`config.mk`:
```
export PLATFORM = sky130hd
export DESIGN_NAME = fpu_nibble_sub_seq
export DESIGN_NICKNAME = d
export VERILOG_FILES = /design/src/rtl/fpu_seq_pkg.sv /design/src/rtl/sub_nibble_cla.sv /design/src/rtl/fpu_nibble_sub_seq.sv
export SDC_FILE = /design/constraint.sdc
export NUM_CORES = 1
export LEC_CHECK = 0
export ABC_AREA = 0
export ABC_CLOCK_PERIOD_IN_PS = 5400
export CORE_ASPECT_RATIO = 0.75
export CORE_MARGIN = 1
export CORE_UTILIZATION = 53
export DETAILED_ROUTE_END_ITERATION = 8
export PLACE_DENSITY = 0.81
export SLEW_MARGIN = 10
export SYNTH_ARGS = -nofsm -noshare
export SYNTH_HDL_FRONTEND = slang
export SYNTH_SLANG_ARGS = --single-unit
export TNS_END_PERCENT = 50
```
`constraint.sdc`:
```
create_clock -name i_clk -period 5.4 [get_ports i_clk]
set_input_delay 0.81 -clock i_clk [delete_from_list [all_inputs] [get_ports i_clk]]
set_output_delay 0.81 -clock i_clk [all_outputs]
set_load 0.005 [all_outputs]
```
`src/rtl/fpu_seq_pkg.sv`:
```
// fpu_seq_pkg: shared state encoding and slice width for sequenced FPU_COMMON units
package fpu_seq_pkg;
    typedef enum logic [1:0] {IDLE, RUN, DONE} seq_state_t;
    localparam int NIBBLE_W = 4;
endpackage

```
`src/rtl/sub_nibble_cla.sv`:
```
// sub_nibble_cla: combinational 4-bit a - b - bin slice with lookahead borrow
module sub_nibble_cla
    import fpu_seq_pkg::*;
(
    input  logic [NIBBLE_W-1:0] a,
    input  logic [NIBBLE_W-1:0] b,
    input  logic                bin,
    output logic [NIBBLE_W-1:0] diff,
    output logic                bout
);
    logic [NIBBLE_W-1:0] g, p;
    logic [NIBBLE_W:0]   c;
    assign g = ~a & b;
    assign p = ~(a ^ b);
    assign c[0] = bin;
    assign c[1] = g[0] | (p[0] & bin);
    assign c[2] = g[1] | (p[1] & g[0]) | (p[1] & p[0] & bin);
    assign c[3] = g[2] | (p[2] & g[1]) | (p[2] & p[1] & g[0]) | (p[2] & p[1] & p[0] & bin);
    assign c[4] = g[3] | (p[3] & g[2]) | (p[3] & p[2] & g[1]) | (p[3] & p[2] & p[1] & g[0])
                | (p[3] & p[2] & p[1] & p[0] & bin);
    assign diff = a ^ b ^ c[NIBBLE_W-1:0];
    assign bout = c[NIBBLE_W];
endmodule

```
`src/rtl/fpu_nibble_sub_seq.sv`:
```
// fpu_nibble_sub_seq: multi-cycle A - B - Bin using one 4-bit slice, LS nibble first
module fpu_nibble_sub_seq
    import fpu_seq_pkg::*;
#(
    parameter int DATA_WIDTH = 32
) (
    input  logic                  i_clk,
    input  logic                  i_rst,
    input  logic                  i_valid,
    output logic                  o_ready,
    input  logic [DATA_WIDTH-1:0] i_a,
    input  logic [DATA_WIDTH-1:0] i_b,
    input  logic                  i_bin,
    output logic                  o_valid,
    input  logic                  i_ready,
    output logic [DATA_WIDTH-1:0] o_diff,
    output logic                  o_borrow,
    output logic                  o_zero,
    output logic                  o_busy
);
    localparam int NIBBLES = DATA_WIDTH / NIBBLE_W;
    localparam int CW = $clog2(NIBBLES);
    localparam logic [CW-1:0] LAST = CW'(NIBBLES - 1);

    seq_state_t state, state_nxt;
    logic [CW-1:0] cnt;
    logic [DATA_WIDTH-1:0] a_reg, b_reg, diff_reg, diff_nxt;
    logic brw, zero_reg, s_bout, last;
    logic [NIBBLE_W-1:0] s_diff;

    sub_nibble_cla u_slice (
        .a    (a_reg[NIBBLE_W*cnt +: NIBBLE_W]),
        .b    (b_reg[NIBBLE_W*cnt +: NIBBLE_W]),
        .bin  (brw),
        .diff (s_diff),
        .bout (s_bout)
    );

    assign last = cnt == LAST;

    always_ff @(posedge i_clk) begin
        if (i_rst) state <= IDLE;
        else       state <= state_nxt;
    end

    always_comb begin
        state_nxt = state == IDLE ? (i_valid ? RUN : IDLE)
                  : state == RUN  ? (last ? DONE : RUN)
                  :                 (i_ready ? IDLE : DONE);
        o_ready = state == IDLE;
        o_valid = state == DONE;
        o_busy  = state != IDLE;
    end

    always_comb begin
        diff_nxt = diff_reg;
        diff_nxt[NIBBLE_W*cnt +: NIBBLE_W] = s_diff;
    end

    always_ff @(posedge i_clk) begin
        if (i_rst) begin
            a_reg    <= '0;
            b_reg    <= '0;
            diff_reg <= '0;
            brw      <= 1'b0;
            zero_reg <= 1'b0;
            cnt      <= '0;
        end else if (state == IDLE && i_valid) begin
            a_reg    <= i_a;
            b_reg    <= i_b;
            brw      <= i_bin;
            diff_reg <= '0;
            cnt      <= '0;
        end else if (state == RUN) begin
            diff_reg <= diff_nxt;
            brw      <= s_bout;
            cnt      <= last ? cnt : cnt + 1'b1;
            // zero flag sees the final nibble via diff_nxt, not the stale register
            if (last) zero_reg <= ~|diff_nxt;
        end
    end

    assign o_diff   = diff_reg;
    assign o_borrow = brw;
    assign o_zero   = zero_reg;
endmodule

```
==> impl_metrics.json, run 1 <==
{
  "grt.total_usage": 0.2783,
  "yosys.area.top_type": "dfxtp_1",
  "final_area_sq_um": 6176,
  "cts_max_path_buffers": 2,
  "cp.arrival_ns": 4.09,
  "period_share": 0.7147,
  "critPathCaptureType": "flop",
  "coreArea_sq_um": 8672,
  "seqPwrFrac": 0.474,
  "row_count": 29,
  "worst_pin_slew_ns": 1.097,
  "hold_path.startpoint": "b_reg[9]",
  "combPwrFrac": 0.171,
  "setup_viol_count_final": 0,
  "initial_core_util": 0.5589,
  "clk_latency_ns": 0.35,
  "synth_top_area_share": 0.4254,
  "syn_inst": 589,
  "path_class": "reg -> reg",
  "post_cts_buffers": 0,
  "final_nets": 752,
  "maxSlewHeadroom": 0.2684,
  "dieArea_sq_um": 9536,
  "cts_inserted_buffers": 9,
  "detail_route.wl_per_cell_um": 16.15,
  "synth_nets": 670,
  "syn_area_sq_um": 4847,
  "critPathLaunchType": "flop",
  "die_w_um": 112.4,
  "grt_pass1_vias": 4303,
  "synth_cell_type_count": 58,
  "cts_resized": 0,
  "grt_max_degree": 71,
  "die_h_um": 84.82,
  "required_ns": 5.63,
  "min_path_type": "reg -> reg",
  "synthTopCellsByArea": "dfxtp_1 (43%), nand2_1 (12%), a21oi_1 (9.2%)",
  "gp_congestion": 0.9858,
  "totalWireLength_mm": 12.64,
  "timing.final.ws_setup_ns": 1.541,
  "min_period_ns": 3.859,
  "yosysWarnings": 0,
  "ant_nets": 0,
  "gr-total-overflow": 0,
  "io_pins": 106,
  "synth_flop_cell": "dfxtp_1",
  "place_inst": 768,
  "first_pass_iters": 5,
  "grt_pass1_wl_mm": 20.94,
  "ctsHtreeMaxLevel": 3,
  "antenna_found_initial": 0,
  "viasPerCell": 5.706,
  "fin_total_pwr_mw": 1.718,
  "switching_share": 0.2715,
  "maxCapViolCount": 0,
  "placed_area_sq_um": 5903,
  "via_count": 4468,
  "postSynthAreaPerCell_sq_um": 8.229,
  "rsz0062_at_grt": "no",
  "slew_viol_final": 0,
  "yosys.cell_count.top_type": "nand2_1",
  "drt-initial-drc-count": 436,
  "cts_tree": "done",
  "cts_sinks": 103,
  "seq_area_frac_synth": 0.4254,
  "max_freq_mhz": 259.1,
  "p_per_area_nw_per_um2": 278.1,
  "clkSlewWorstSetupHoldPaths_ns": 0.07,
  "ys_ff_latch": 103,
  "p_int_mw": 1.251,
  "power_leakage_nw": 2.228,
  "hpwlAfterDp_mm": 9.161,
  "rr_startpoint": "cnt[0]",
  "cts-root-buf": "clkbuf_16",
  "switchingPower_mw": 0.4664,
  "synthTopCellsByCount": "nand2_1 (158), dfxtp_1 (103), a21oi_1 (89)",
  "synth_edf_count": 0,
  "cts_hold_buf": 0,
  "status": "complete, no violations",
  "instances_no_fill": 783,
  "drive_above_1_share": 0.06667,
  "area_growth_pct": 27.41,
  "cp_max_fo": 19,
  "timing.setup.tns_ns": 0,
  "fin_skew_ns": 0.007204,
  "async_flop_share": 0,
  "dp_slack_ns": 1.632,
  "drc": 0,
  "final_hold_viol_count": 0,
  "n_antenna_cell": 0,
  "peakVddDrop_mv": 0.2152,
  "io_buffers": 105,
  "cp-startpoint": "cnt[0]",
  "clkPwrFrac": 0.355
}
## path summary, 6_finish.rpt
path | end | slack (ns) | cells past startpoint
setup reg to reg | o_diff[15] | 1.54 | 10
hold / removal | b_reg[9] | 0.45 | 2
setup / recovery | o_diff[15] | 1.54 | 10
hold reg to reg | b_reg[9] | 0.45 | 2
## power by group through the flow
stage,logic [mW],registers [mW],clock network (mW)
CTS,0.290,0.815,0.616
finish,0.294,0.815,0.609
detailed placement,0.288,0.832,0
global route,0.319,0.819,0.643
floorplan,0.181,0.823,0
global placement,0.285,0.831,0
## per-layer routing
metal	global-route usage	vias to the layer above	routed length [um]
met1	0.3900	2093	5965
met3	0.07143	24	943
met4	0.07515	0	206
met5	0	-	0
li1	-	2182	-
met2	0.4297	169	5527
## area by class of cell
cell class | instances | area, sq um
repair buffers | 111 | 1091
inverters | 8 | 30.03
multi-input cells | 438 | 2585
well taps | 108 | 135.1
flip-flops and latches | 103 | 2062
fillers | 685 | 2496
clock inverters | 4 | 30.03
clock buffers | 11 | 242.7
## per-stage QoR
stage / utilization / hold WS (ns)
global route: 0.7122 / 0.4761
detailed placement: 0.6807 / 0.4443
finish: 0.7122 / 0.4549
CTS: 0.7122 / 0.4532
floorplan: - / 0.4331
global placement: 0.6807 / 0.4395
## placed cells by master, fill, tap and decap left out, types with 7 or more instances in the layout
cell type / count
clkdlybuf4s50_1: 104
clkbuf_16: 9
mux4_2: 16
nand2_1: 157
a21oi_1: 89
nor2_1: 51
mux2i_1: 14
ha_1: 11
inv_1: 7
nor3_1: 15
o21ai_0: 7
dfxtp_1: 103
## cells by family after synthesis
kind of cell	after synthesis	share of synthesized area
buf+inv	48	0.04208
mux	31	0.1056
xor+xnor	5	0.009036
simple gates	266	0.2406
compound gates	124	0.1448
fa+ha+maj	12	0.03252
flops	103	0.4254
## critical path, stage by stage (launching register included)
cell,delay (ns)
dfxtp_1,0.79
buf_4,0.39
mux4_2,0.52
mux2i_1,0.24
ha_1,0.29
a211oi_1,0.23
o21bai_1,0.13
xor2_1,0.74
nor2_1,0.15
mux2i_1,0.18
nor2_1,0.06
Power figures use the tool's default switching activity.
==> inputs of run 2 (changes only) <==
- ABC_CLOCK_PERIOD_IN_PS: 5400 -> 3650
- CORE_UTILIZATION: 53 -> 51
- PLACE_DENSITY: 0.81 -> 0.78
- clock period: 5.4 -> 3.65 ns (I/O delays scaled with it)
==> run 2 against run 1 <==
- critical path depth unchanged
- design area is 2.2% higher
- combinational power is 54% higher
- clock skew increased by 0.0012 ns
- wire length up 7.0%
- die area is 3.8% higher
- clock power rose by 74%
- critical path type unchanged
- critical endpoint is now o_zero
- largest power group unchanged
- highest routed layer unchanged
==> impl_metrics.json, run 2 (synthesis results as in run 1) <==
{
  "dp_slack_ns": 0.4117,
  "io_pins": 106,
  "cts_sinks": 103,
  "peakVddDrop_mv": 0.2884,
  "cts_inserted_buffers": 9,
  "cts-root-buf": "clkbuf_16",
  "critPathLaunchType": "flop",
  "cts_hold_buf": 0,
  "rsz0062_at_grt": "no",
  "fin_total_pwr_mw": 2.718,
  "hold-worst-slack_ns": 0.4548,
  "final_nets": 759,
  "ctsHtreeMaxLevel": 3,
  "period_share": 0.9118,
  "final_cell_mix": "nand2_1 (157), clkdlybuf4s50_1 (104), dfxtp_1 (103), a21oi_1 (89), nor2_1 (51)",
  "drive_above_1_share": 0.07906,
  "grt_max_degree": 66,
  "placed_area_sq_um": 5981,
  "worst_pin_slew_ns": 0.9361,
  "critPathCaptureType": "flop",
  "clkSlewWorstSetupHoldPaths_ns": 0.07,
  "wl_met3_mm": 1.042,
  "min_path_type": "reg -> reg",
  "grt_pass1_wl_mm": 21.47,
  "nFillCells": 740,
  "p_per_area_nw_per_um2": 430.7,
  "power_leakage_nw": 2.295,
  "dieArea_sq_um": 9902,
  "slew_viol_final": 0,
  "status": "complete, no violations",
  "cp_max_fo": 14,
  "n_antenna_cell": 0,
  "fin_skew_ns": 0.008412,
  "timing.final.ws_setup_ns": 0.3221,
  "detail_route.wl_per_cell_um": 16.67,
  "place_inst": 795,
  "area_growth_pct": 30.20,
  "grt_pass1_vias": 4206,
  "cts_tree": "done",
  "cp.arrival_ns": 3.61,
  "min_period_ns": 3.328,
  "post-route-util": 0.6919,
  "top_layer": "met4",
  "ant_nets": 0,
  "initial_core_util": 0.5314,
  "ff2ff_setup_slack_ns": 0.32,
  "antenna_found_initial": 0,
  "maxCapViolCount": 0,
  "grt.total_usage": 0.2846,
  "die_h_um": 86.43,
  "coreArea_sq_um": 9121,
  "setup_viol_count_final": 0,
  "gr-total-overflow": 0,
  "final_hold_viol_count": 0,
  "cts_max_path_buffers": 2,
  "required_ns": 3.93,
  "path_class": "reg -> reg",
  "maxSlewHeadroom": 0.3714,
  "wl_met1_mm": 6.256,
  "viasPerCell": 5.615,
  "via_count": 4554,
  "gp_congestion": 0.9761,
  "io_buffers": 105,
  "drc": 0,
  "max_freq_mhz": 300.5,
  "die_w_um": 114.6,
  "first_pass_iters": 5,
  "post_cts_buffers": 0,
  "cts_resized": 0,
  "clk_latency_ns": 0.35,
  "totalWireLength_mm": 13.52,
  "final_area_sq_um": 6311,
  "final_common_cell": "nand2_1",
  "instances_no_fill": 811,
  "drt-initial-drc-count": 359,
  "wl_met2_mm": 6.053,
  "hpwlAfterDp_mm": 9.671,
  "row_count": 30,
  "timing.setup.tns_ns": 0
}
==> run 2: cell count changes in the layout (fill, tap and decap cells not counted) <==
cell	delta
clkinvlp_4	-1
clkinv_4	+1
buf_4	+7
bufinv_16	+2
clkbuf_1	-1
==> run 2: final cells by class <==
| cell class | count | area [sq um] | area share |
|---|---|---|---|
| clock buffers | 10 | 239.0 | 0.03787 |
| clock inverters | 6 | 91.34 | 0.01447 |
| inverters | 8 | 30.03 | 0.004758 |
| multi-input cells | 438 | 2585 | 0.4096 |
| flip-flops and latches | 103 | 2062 | 0.3267 |
| well taps | 128 | 160.2 | 0.02538 |
| repair buffers | 118 | 1144 | 0.1812 |
==> run 2: path summary, 6_finish.rpt <==
kind             start        end  depth (start not counted)
max             cnt[0]     o_zero                         10
min          b_reg[31]  b_reg[31]                          2
max reg2reg     cnt[0]     o_zero                         10
min reg2reg  b_reg[31]  b_reg[31]                          2
==> run 2: critical path, cell delays in order, from the launching register on <==
cell and delay (ns):
dfxtp_1 0.34, buf_4 0.28, mux4_2 0.54, nand2_1 0.08, nand2_1 0.09, fa_1 0.67
nor4b_1 0.11, and3_1 0.21, a2111oi_0 0.62, nand4_1 0.17, o21ai_1 0.15
==> run 2: report_power, final <==
part	switching (mW)	internal (mW)
Sequential	0.0309	1.17
Combinational	0.246	0.206
Clock	0.438	0.625
Total	0.715	2.00
==> run 2: per-layer routing <==
layer / vias to the layer above / track usage
li1: 2202 / -
met1: 2146 / 0.4060
met2: 188 / 0.4413
met3: 18 / 0.06573
met4: 0 / 0.06257
met5: - / 0
==> inputs of run 3 (changes only) <==
- ABC_AREA: 0 -> 1
- CORE_UTILIZATION: 51 -> 52
- PLACE_DENSITY: 0.78 -> 0.79
- TNS_END_PERCENT: 50 -> 20
==> run 3 against run 2 <==
- via count increased by 17%
- core utilization decreased by 1.2 points
- final cell count is 22% higher
- clock skew increased by 0.00086 ns
- critical path depth up 7
- worst hold slack improved by 0.024 ns
- maximum frequency rose by 0.25%
- clock power about the same
- non-clock buffer count decreased by 7
- die area increased by 4.2%
- synthesized area is 6.4% higher
- wire length is 1.8% higher
- critical endpoint unchanged
- largest cell class unchanged
- largest power group unchanged
==> impl_metrics.json, run 3 <==
{
  "final_hold_viol_count": 0,
  "cp.arrival_ns": 3.59,
  "synth_flop_cell": "dfxtp_1",
  "syn_area_sq_um": 5155,
  "final_area_sq_um": 6566,
  "yosys.area.top_type": "dfxtp_1",
  "initial_core_util": 0.5337,
  "clkSlewWorstSetupHoldPaths_ns": 0.07,
  "status": "complete, no violations",
  "synth_nets": 857,
  "required_ns": 3.92,
  "reg2reg_to": "o_zero",
  "maxSlewHeadroom": 0.5691,
  "gp_congestion": 0.8529,
  "drc": 0,
  "grt_pass1_wl_mm": 22.83,
  "p_per_area_nw_per_um2": 487.1,
  "cts_sinks": 103,
  "first_pass_iters": 5,
  "post_cts_buffers": 0,
  "final_cell_mix": "nor2_1 (207), o21ai_0 (139), nand2_1 (107), clkdlybuf4s50_1 (105), dfxtp_1 (102)",
  "synthTopCellsByArea": "dfxtp_1 (40%), nor2_1 (15%), o21ai_0 (13%)",
  "critPathLaunchType": "flop",
  "timing.setup.tns_ns": 0,
  "die_w_um": 117.0,
  "gr-total-overflow": 0,
  "cts_max_path_buffers": 2,
  "min_path_type": "reg -> reg",
  "placed_area_sq_um": 6235,
  "synth_cell_type_count": 32,
  "r2r_cells": 17,
  "via_count": 5323,
  "cts-root-buf": "clkbuf_16",
  "timing.final.ws_setup_ns": 0.3303,
  "syn_inst": 776,
  "seq_area_frac_synth": 0.4000,
  "final_nets": 935,
  "ys_ff_latch": 103,
  "area_growth_pct": 27.38,
  "cts_inserted_buffers": 9,
  "grt.total_usage": 0.2846,
  "peakVddDrop_mv": 0.3633,
  "synth_top_area_share": 0.4000,
  "slew_viol_final": 0,
  "period_share": 0.9095,
  "postSynthAreaPerCell_sq_um": 6.643,
  "critPathCaptureType": "flop",
  "synthTopCellsByCount": "nor2_1 (207), o21ai_0 (139), nand2_1 (108)",
  "yosysWarnings": 0,
  "dieArea_sq_um": 10320,
  "ff2ff_setup_slack_ns": 0.33,
  "final_common_cell": "nor2_1",
  "cp_max_fo": 20,
  "async_flop_share": 0,
  "nFillCells": 838,
  "totalWireLength_mm": 13.76,
  "power_leakage_nw": 2.802,
  "viasPerCell": 5.371,
  "row_count": 31,
  "yosys.cell_count.top_type": "nor2_1",
  "rsz0062_at_grt": "no",
  "grt_max_degree": 68,
  "dp_slack_ns": 0.2800,
  "drt-initial-drc-count": 547,
  "drive_above_1_share": 0.04657,
  "ant_nets": 0,
  "coreArea_sq_um": 9658,
  "worst_pin_slew_ns": 0.6463,
  "fin_skew_ns": 0.009276,
  "path_class": "reg -> reg",
  "min_period_ns": 3.320,
  "hold-worst-slack_ns": 0.4793,
  "synth_edf_count": 0,
  "n_antenna_cell": 0,
  "io_buffers": 105,
  "grt_pass1_vias": 4763,
  "cp-endpoint": "o_zero",
  "ctsHtreeMaxLevel": 3,
  "detail_route.wl_per_cell_um": 13.89,
  "max_freq_mhz": 301.2,
  "rr_startpoint": "cnt[1]",
  "maxCapViolCount": 0,
  "cts_tree": "done",
  "hpwlAfterDp_mm": 9.859,
  "antenna_found_initial": 0,
  "setup_viol_count_final": 0,
  "die_h_um": 88.23,
  "io_pins": 106,
  "clk_latency_ns": 0.35,
  "cp-startpoint": "cnt[1]"
}
-- run 3: metrics by stage --
stage / cells / util / power (mW)
after floorplan: 776 / - / 1.881
after global placement: 975 / 0.6456 / 2.146
after detailed placement: 975 / 0.6456 / 2.168
after CTS: 991 / 0.6790 / 3.201
after global routing: 991 / 0.6799 / 3.387
final: 991 / 0.6799 / 3.198
-- run 3: what timing repair did --
item                                    in CTS  in global routing
resized for setup                            0                  5
endpoints found under the setup margin       0                  1
hold buffers                                 0                  0
-- run 3: routing by layer --
metal,routed length (um),share of wire,global-route usage
met3,1072,0.078,0.06712
met2,5710,0.41,0.4314
met1,6805,0.49,0.4092
met5,0,0,0
met4,172,0.012,0.06789
-- run 3: area by class of cell --
class                           count  area (sq um)  area share
Sequential cell                   103          2063      0.3142
Timing Repair Buffer              111          1100      0.1675
Tap cell                          132         165.2     0.02515
Clock inverter                      4         76.32     0.01162
Clock buffer                       12         246.5     0.03754
Multi-Input combinational cell    568          2681      0.4083
Inverter                           61         234.0     0.03563
-- run 3: where the power goes --
group,total (mW),internal (mW),leakage (nW),switching [mW]
Clock,1.04,0.623,0.153,0.414
Sequential,1.30,1.23,0.849,0.0720
Combinational,0.861,0.342,1.80,0.519
Total,3.20,2.19,2.80,1.01
-- run 3: worst min-delay path by stage --
stage | start | to | slack [ns] | depth (start not counted)
5_1_grt | b_reg[14] | b_reg[14] | 0.50 | 2
3_5_place_dp | a_reg[5] | a_reg[5] | 0.47 | 2
3_3_place_gp | b_reg[12] | b_reg[12] | 0.46 | 2
6_report | a_reg[22] | a_reg[22] | 0.48 | 2
2_1_floorplan | a_reg[10] | a_reg[10] | 0.45 | 2
4_1_cts | a_reg[5] | a_reg[5] | 0.48 | 2
-- run 3: cell families (layout without fill, tap and decap cells) --
group,after synthesis,count (layout),share of synthesized area
AO/OA/AOI/OAI,190,190,0.1961
buffers and inverters,105,188,0.08034
flip-flops,103,103,0.4000
adder cells (fa/ha/maj),12,12,0.03058
AND/OR/NAND/NOR,366,366,0.2930
-- run 3: critical path, stage by stage (launching register included) --
cell      delay (ns)
dfxtp_2         0.55
clkinv_2        0.35
ha_1            0.30
ha_1            0.55
inv_1           0.14
nand2_1         0.10
nor2_1          0.04
nand2_1         0.15
nand2_1         0.06
nand2_1         0.09
nand3_1         0.07
nor2_1          0.17
nand2_1         0.10
nor2_1          0.13
nand3_1         0.08
nor2_1          0.12
nand3_1         0.08
a21oi_1         0.14
